===== src/rtl/uart_tx_frame_ctrl.sv =====
// UART transmit frame controller: sequences start, data, optional parity and stop bits
// onto a registered serial line and polices the handshake with the external serializer.
`timescale 1ns/1ps
module uart_tx_frame_ctrl #(
    parameter int DATA_WIDTH = 8
) (
    input  logic                  CLK,
    input  logic                  RST,
    input  logic [DATA_WIDTH-1:0] P_DATA,
    input  logic                  DATA_VALID,
    input  logic                  PAR_EN,
    input  logic                  PAR_TYP,
    input  logic                  ser_data,
    input  logic                  ser_done,
    output logic                  ser_en,
    output logic                  BUSY,
    output logic                  TX_OUT,
    output logic                  SYNC_ERR
);

    localparam int CNT_W = $clog2(DATA_WIDTH + 1);
    localparam logic [CNT_W-1:0] LAST_CNT = CNT_W'(DATA_WIDTH - 1);

    typedef enum logic [2:0] {
        S_IDLE   = 3'd0,
        S_START  = 3'd1,
        S_DATA   = 3'd2,
        S_PARITY = 3'd3,
        S_STOP   = 3'd4
    } state_t;

    state_t           state_q, state_d;
    logic [CNT_W-1:0] cnt_q, cnt_d;
    logic             par_q, par_d;
    logic             par_en_q, par_en_d;
    logic             tx_q, tx_d;
    logic             busy_q, busy_d;
    logic             sync_err_q, sync_err_d;
    logic             accept;
    logic             last_bit;

    // Odd parity is simply the even parity of the word inverted.
    function automatic logic parity_bit(input logic [DATA_WIDTH-1:0] word, input logic odd);
        return (^word) ^ odd;
    endfunction

    assign accept   = (state_q == S_IDLE) && DATA_VALID;
    assign last_bit = (cnt_q == LAST_CNT);

    always_ff @(posedge CLK or negedge RST) begin
        if (!RST) begin
            state_q    <= S_IDLE;
            cnt_q      <= '0;
            par_q      <= 1'b0;
            par_en_q   <= 1'b0;
            tx_q       <= 1'b1;
            busy_q     <= 1'b0;
            sync_err_q <= 1'b0;
        end else begin
            state_q    <= state_d;
            cnt_q      <= cnt_d;
            par_q      <= par_d;
            par_en_q   <= par_en_d;
            tx_q       <= tx_d;
            busy_q     <= busy_d;
            sync_err_q <= sync_err_d;
        end
    end

    always_comb begin
        state_d  = state_q;
        cnt_d    = cnt_q;
        par_d    = par_q;
        par_en_d = par_en_q;
        case (state_q)
            S_IDLE: begin
                if (DATA_VALID) begin
                    state_d  = S_START;
                    par_en_d = PAR_EN;
                    par_d    = parity_bit(P_DATA, PAR_TYP);
                end
            end
            S_START: begin
                cnt_d   = '0;
                state_d = S_DATA;
            end
            S_DATA: begin
                // Frame length is owned here; ser_done is only used for the sync check.
                cnt_d = cnt_q + 1'b1;
                if (last_bit) begin
                    state_d = par_en_q ? S_PARITY : S_STOP;
                end
            end
            S_PARITY: state_d = S_STOP;
            S_STOP:   state_d = S_IDLE;
            default:  state_d = S_IDLE;
        endcase
    end

    always_comb begin
        ser_en     = (state_q == S_DATA);
        busy_d     = busy_q;
        sync_err_d = sync_err_q;
        case (state_q)
            S_START:  tx_d = 1'b0;
            S_DATA:   tx_d = ser_data;
            S_PARITY: tx_d = par_q;
            default:  tx_d = 1'b1;
        endcase
        if (accept) begin
            busy_d     = 1'b1;
            sync_err_d = 1'b0;
        end
        if (state_q == S_STOP) begin
            busy_d = 1'b0;
        end
        // ser_done must be high on the last data bit and only there.
        if ((state_q == S_DATA) && (ser_done != last_bit)) begin
            sync_err_d = 1'b1;
        end
    end

    assign BUSY     = busy_q;
    assign TX_OUT   = tx_q;
    assign SYNC_ERR = sync_err_q;

endmodule

===== config.mk =====
export PLATFORM = sky130hd
export DESIGN_NAME = uart_tx_frame_ctrl
export DESIGN_NICKNAME = d
export VERILOG_FILES = /design/src/rtl/uart_tx_frame_ctrl.sv
export SDC_FILE = /design/constraint.sdc
export NUM_CORES = 1
export LEC_CHECK = 0
export BUFFER_PORTS_ARGS = -buffer_cell sky130_fd_sc_hd__buf_2
export CAP_MARGIN = 30
export CORE_UTILIZATION = 30
export DETAILED_ROUTE_END_ITERATION = 8
export PLACE_DENSITY_LB_ADDON = 0.05
export SLEW_MARGIN = 20
export SYNTH_ARGS = -nofsm -noshare
export SYNTH_HDL_FRONTEND = slang
export SYNTH_SLANG_ARGS = --single-unit

===== constraint.sdc =====
create_clock -name CLK -period 2.7 [get_ports CLK]
set_input_delay 0.135 -clock CLK [delete_from_list [all_inputs] [get_ports CLK]]
set_output_delay 0.135 -clock CLK [all_outputs]
set_load 0.01 [all_outputs]

After elaboration in Yosys (flattened, before gate mapping)
Index checks and enable logic that the tools add are counted.
{"block": "word_totals", "ff_bits": 12, "inputBits": 15, "out_inout_bits": 4, "elab_cells": 36}
{"block": "op_classes", "add_sub_neg": 1, "eq_ne": 8, "mux": 10, "bitwise_logic": 1, "reduce_logical": 9}
{"cell": "$pmux 3 s4", "n": 1}
{"cell": "$mux 3", "n": 3}
{"cell": "$pmux 4 s2", "n": 1}
{"cell": "$reduce_xor 8->1", "n": 1}
{"cell": "$eq 3x2->1 const B", "n": 2}
{"cell": "$reduce_bool 2->1", "n": 3}
{"cell": "$add 4x1->4 const B", "n": 1}
{"cell": "$eq 4x3->1 const B", "n": 1}
{"cell": "$mux 1", "n": 4}
{"cell": "$reduce_and 2->1", "n": 2}
{"cell": "$eq 3x1->1 const B", "n": 1}
{"cell": "$eq 3x3->1 const B", "n": 1}
{"cell": "$logic_not 3->1", "n": 1}
{"cell": "$pmux 1 s3", "n": 1}
{"cell": "$logic_and 1x1->1", "n": 2}
{"cell": "$ne 2x1->1 const B", "n": 1}
{"cell": "$ne 2x2->1 const B", "n": 1}
{"cell": "$ne 1x1->1", "n": 1}
{"cell": "$xor 1x1->1", "n": 1}

Logic depth before layout (Yosys ltp)
{"block": "depth", "word_depth": 4, "mapped_depth": 5, "ltp_nobuf": 5}

Worst setup path after synthesis
OpenSTA, ideal clock, no wires.
{"block": "synth_path", "path_type": "reg2reg", "from": "register cnt_q[0]", "to": "register state_q[1]", "setup_time_ns": 0.077, "arrival_ns": 1.196, "t_required_ns": 2.623, "slack_ns": 1.426, "stages_incl_launch_ff": 6, "n_path_buf": 0, "cell_sequence": "dfrtp_1 > ha_1 > nand3b_1 > nor2_1 > or3_1 > a21oi_1"}
{"block": "synth_between", "elab_chain_cells": 3}
{"item": "from (decl)", "line": "33", "text": "logic [CNT_W-1:0] cnt_q, cnt_d;"}
{"item": "from (signal assigned)", "line": "61", "text": "cnt_q <= cnt_d;"}
{"item": "$eq 4x3->1", "line": "48", "text": "assign last_bit = (cnt_q == LAST_CNT);"}
{"item": "$ne 2x1->1 (no source line)"}
{"item": "$reduce_and 2->1 (no source line)"}
{"item": "to (signal assigned)", "line": "60", "text": "state_q <= state_d;"}
{"item": "to (decl)", "line": "32", "text": "state_t state_q, state_d;"}
Every way passes these cells.
A chain may end at the register's enable or synchronous reset.

Final worst setup path
{"block": "layout_path", "from": "register state_q[2]", "to": "output port ser_en"}
{"block": "layout_between", "elab_chain_cells": 1}
{"item": "$eq 3x2->1", "line": "101", "text": "ser_en = (state_q == S_DATA);"}
{"item": "to (decl)", "line": "15", "text": "output logic ser_en,"}
Every way passes these cells.

==> impl_metrics.env <==
export IMPL_dr_pass1_iters=4
export IMPL_clkTransAtPathRegs_ns=0.08
export IMPL_worstPathArrival_ns=1.34
export IMPL_ys_types=25
export IMPL_slew_viol_final=0
export IMPL_hold_class="input pin to flip-flop"
export IMPL_clock_path_buffers=2
export IMPL_layout_cells_non_filler=116
export IMPL_diodes=0
export IMPL_port_buffers=18
export IMPL_sw_frac_of_total=0.397
export IMPL_startpoint_type="flip-flop"
export IMPL_r2r_end="state_q[1]"
export IMPL_clock_latency_ns=0.27
export IMPL_place_inst=111
export IMPL_synth_seq_cells=12
export IMPL_vias=560
export IMPL_placed_cell_area_um2=757
export IMPL_antenna_found_initial=0
export IMPL_hpwl_mm=1.00
export IMPL_drive_gt1_frac=0.270
export IMPL_fin_util=0.400
export IMPL_min_period_over_period=0.548
export IMPL_gp_congestion=0.743
export IMPL_hold_viol_final=0
export IMPL_p_sw_uw=291
export IMPL_die_area_um2=2330
export IMPL_rr_worst_depth=5
export IMPL_syn2layout_area_growth_pct=23.3
export IMPL_yosys_most_used_dff="dfrtp_1"
export IMPL_drt_iter0_drc=13
export IMPL_worst_slack_ns=1.22
export IMPL_critPathCapture="ser_en"
export IMPL_fmax_ghz=0.676
export IMPL_cts_tree="built"
export IMPL_grt_pass1_vias=500
export IMPL_ys_warn_count=0
export IMPL_synth_area_per_cell_um2=9.46
export IMPL_grtUsageTotal=0.131
export IMPL_yosysTopAreaCell="dfrtp_1"
export IMPL_async_reset_ff_frac=1.00
export IMPL_syn_inst=68
export IMPL_fin_worst_skew_ns=0.00529
export IMPL_final_area_um2=793
export IMPL_combPwrFrac=0.378
export IMPL_rsz0062_at_grt="false"
export IMPL_p_int_uw=443
export IMPL_ioPinCount=19
export IMPL_synth_seq_area_share=0.469
export IMPL_p_seq_frac=0.461
export IMPL_wirelength_mm=1.36
export IMPL_criticalPathCategory="flip-flop to output pin"
export IMPL_critPathLaunch="state_q[2]"
export IMPL_rows=16
export IMPL_crit_fanout=11
export IMPL_place_ws_ns=1.32
export IMPL_cts_sinks=12
export IMPL_peakVddDrop_v=0.000498
export IMPL_cts_root_buffer="clkbuf_4"
export IMPL_status="complete, no violations"
export IMPL_synth_area_leaders="dfrtp_1 43%, xnor2_1 6.8%, a21oi_1 6.2%"
export IMPL_cts_max_level=1
export IMPL_syn_area_um2=643
export IMPL_r2r_start="cnt_q[0]"
export IMPL_grt_max_degree=17
export IMPL_cap_violations=0
export IMPL_wl_per_cell_um=11.8
export IMPL_fillCellCount=197
export IMPL_p_clk_frac=0.161
export IMPL_drc=0
export IMPL_whs_ns=0.0976
export IMPL_yosysTopAreaCellShare=0.428
export IMPL_setup_viol=0
export IMPL_power_uw=734
export IMPL_ant_nets=0
export IMPL_core_um2=1980
export IMPL_grt_overflow_total=0
export IMPL_initial_core_util=0.324
export IMPL_worst_pin_slew_ns=0.453
export IMPL_synth_edff_count=0
export IMPL_p_per_area_nw_per_um2=926
export IMPL_via_per_inst=4.83
export IMPL_cp_required_ns=2.57
export IMPL_slew_headroom=0.698
export IMPL_grt_pass1_wl_mm=2.32
export IMPL_die_h_um=48.3
export IMPL_endpoint_kind="output pin"
export IMPL_final_nets=106
export IMPL_period_minus_slack_ns=1.48
export IMPL_cts_buffers_inserted=3
export IMPL_final_setup_tns_ns=0
export IMPL_reg2reg_slack_ns=1.31
export IMPL_die_w_um=48.3
export IMPL_power_leakage_nw=0.360
export IMPL_synth_nets=84
==> cell usage after synthesis (2+ instances only) <==
cell / count
dfrtp_1: 11
a21oi_1: 8
nor2_1: 7
o21ai_0: 7
xnor2_1: 5
nand2_1: 4
nand3_1: 3
nor3_1: 3
buf_2: 2
inv_1: 2
xor2_1: 2
==> routing by layer <==
metal	track usage	wire length (µm)	up-vias
li1	-	-	280
met3	0.0377	65	2
met5	0	0	-
met2	0.195	591	18
met4	0.0588	9	0
met1	0.177	698	260
==> sequential cells by signal, summed over array words and instances, names as in the netlist <==
signal    count
BUSY          1
SYNC_ERR      1
TX_OUT        1
cnt_q         4
par_en_q      1
par_q         1
state_q       3
==> power groups by stage <==
stage | Clock [mW] | Sequential [mW] | Combinational (mW)
2_1_floorplan | 0 | 0.314 | 0.212
3_3_place_gp | 0 | 0.343 | 0.282
3_5_place_dp | 0 | 0.341 | 0.276
4_1_cts | 0.124 | 0.338 | 0.279
5_1_grt | 0.133 | 0.355 | 0.316
6_report | 0.118 | 0.338 | 0.278
==> critical path: stages (launching register included) <==
cell,delay (ns)
dfrtp_1,0.49
nand2b_1,0.24
nor2_1,0.18
buf_2,0.16
==> cells by family (layout without fill, tap and decap cells) <==
kind of cell    after synthesis  count (layout)  share of synthesized area
simple gates                 23              23                      0.175
compound gates               19              19                      0.161
flops                        12              12                      0.469
xor+xnor                      8               8                      0.130
buf+inv                       4              25                     0.0272
fa+ha+maj                     1               1                     0.0195
mux                           1               1                     0.0175
==> layout make-up <==
class / count / area (µm²) / share of cell area
multi-input cells: 52 / 324 / 0.409
inverters: 2 / 7.51 / 0.00946
clock buffers: 4 / 26.3 / 0.0331
flip-flops and latches: 12 / 302 / 0.380
repair buffers: 19 / 100 / 0.126
well taps: 27 / 33.8 / 0.0426
==> what timing repair did <==
item,4_1_cts,5_1_grt
hold endpoints to repair,11,0
buffers inserted,0,0
hold buffers,1,0
resized for setup,0,0
==> worst min path at each step <==
stage,start,end,slack [ns],cells past startpoint
finish,PAR_EN,par_en_q,0.1,2
floorplan,RST,BUSY,-0.16,0
global placement,RST,cnt_q[3],0.04,1
detailed placement,RST,cnt_q[3],0.04,1
CTS,PAR_EN,par_en_q,0.09,2
global route,PAR_EN,par_en_q,0.1,2
==> cells in the final DEF (no fill, tap or decap), types with 3 or more instances in the layout <==
cell,n
a21oi_1,8
buf_2,18
clkbuf_4,3
dfrtp_1,11
nand2_1,4
nand3_1,3
nor2_1,7
nor3_1,3
o21ai_0,7
xnor2_1,5
Power figures use the tool's default switching activity.
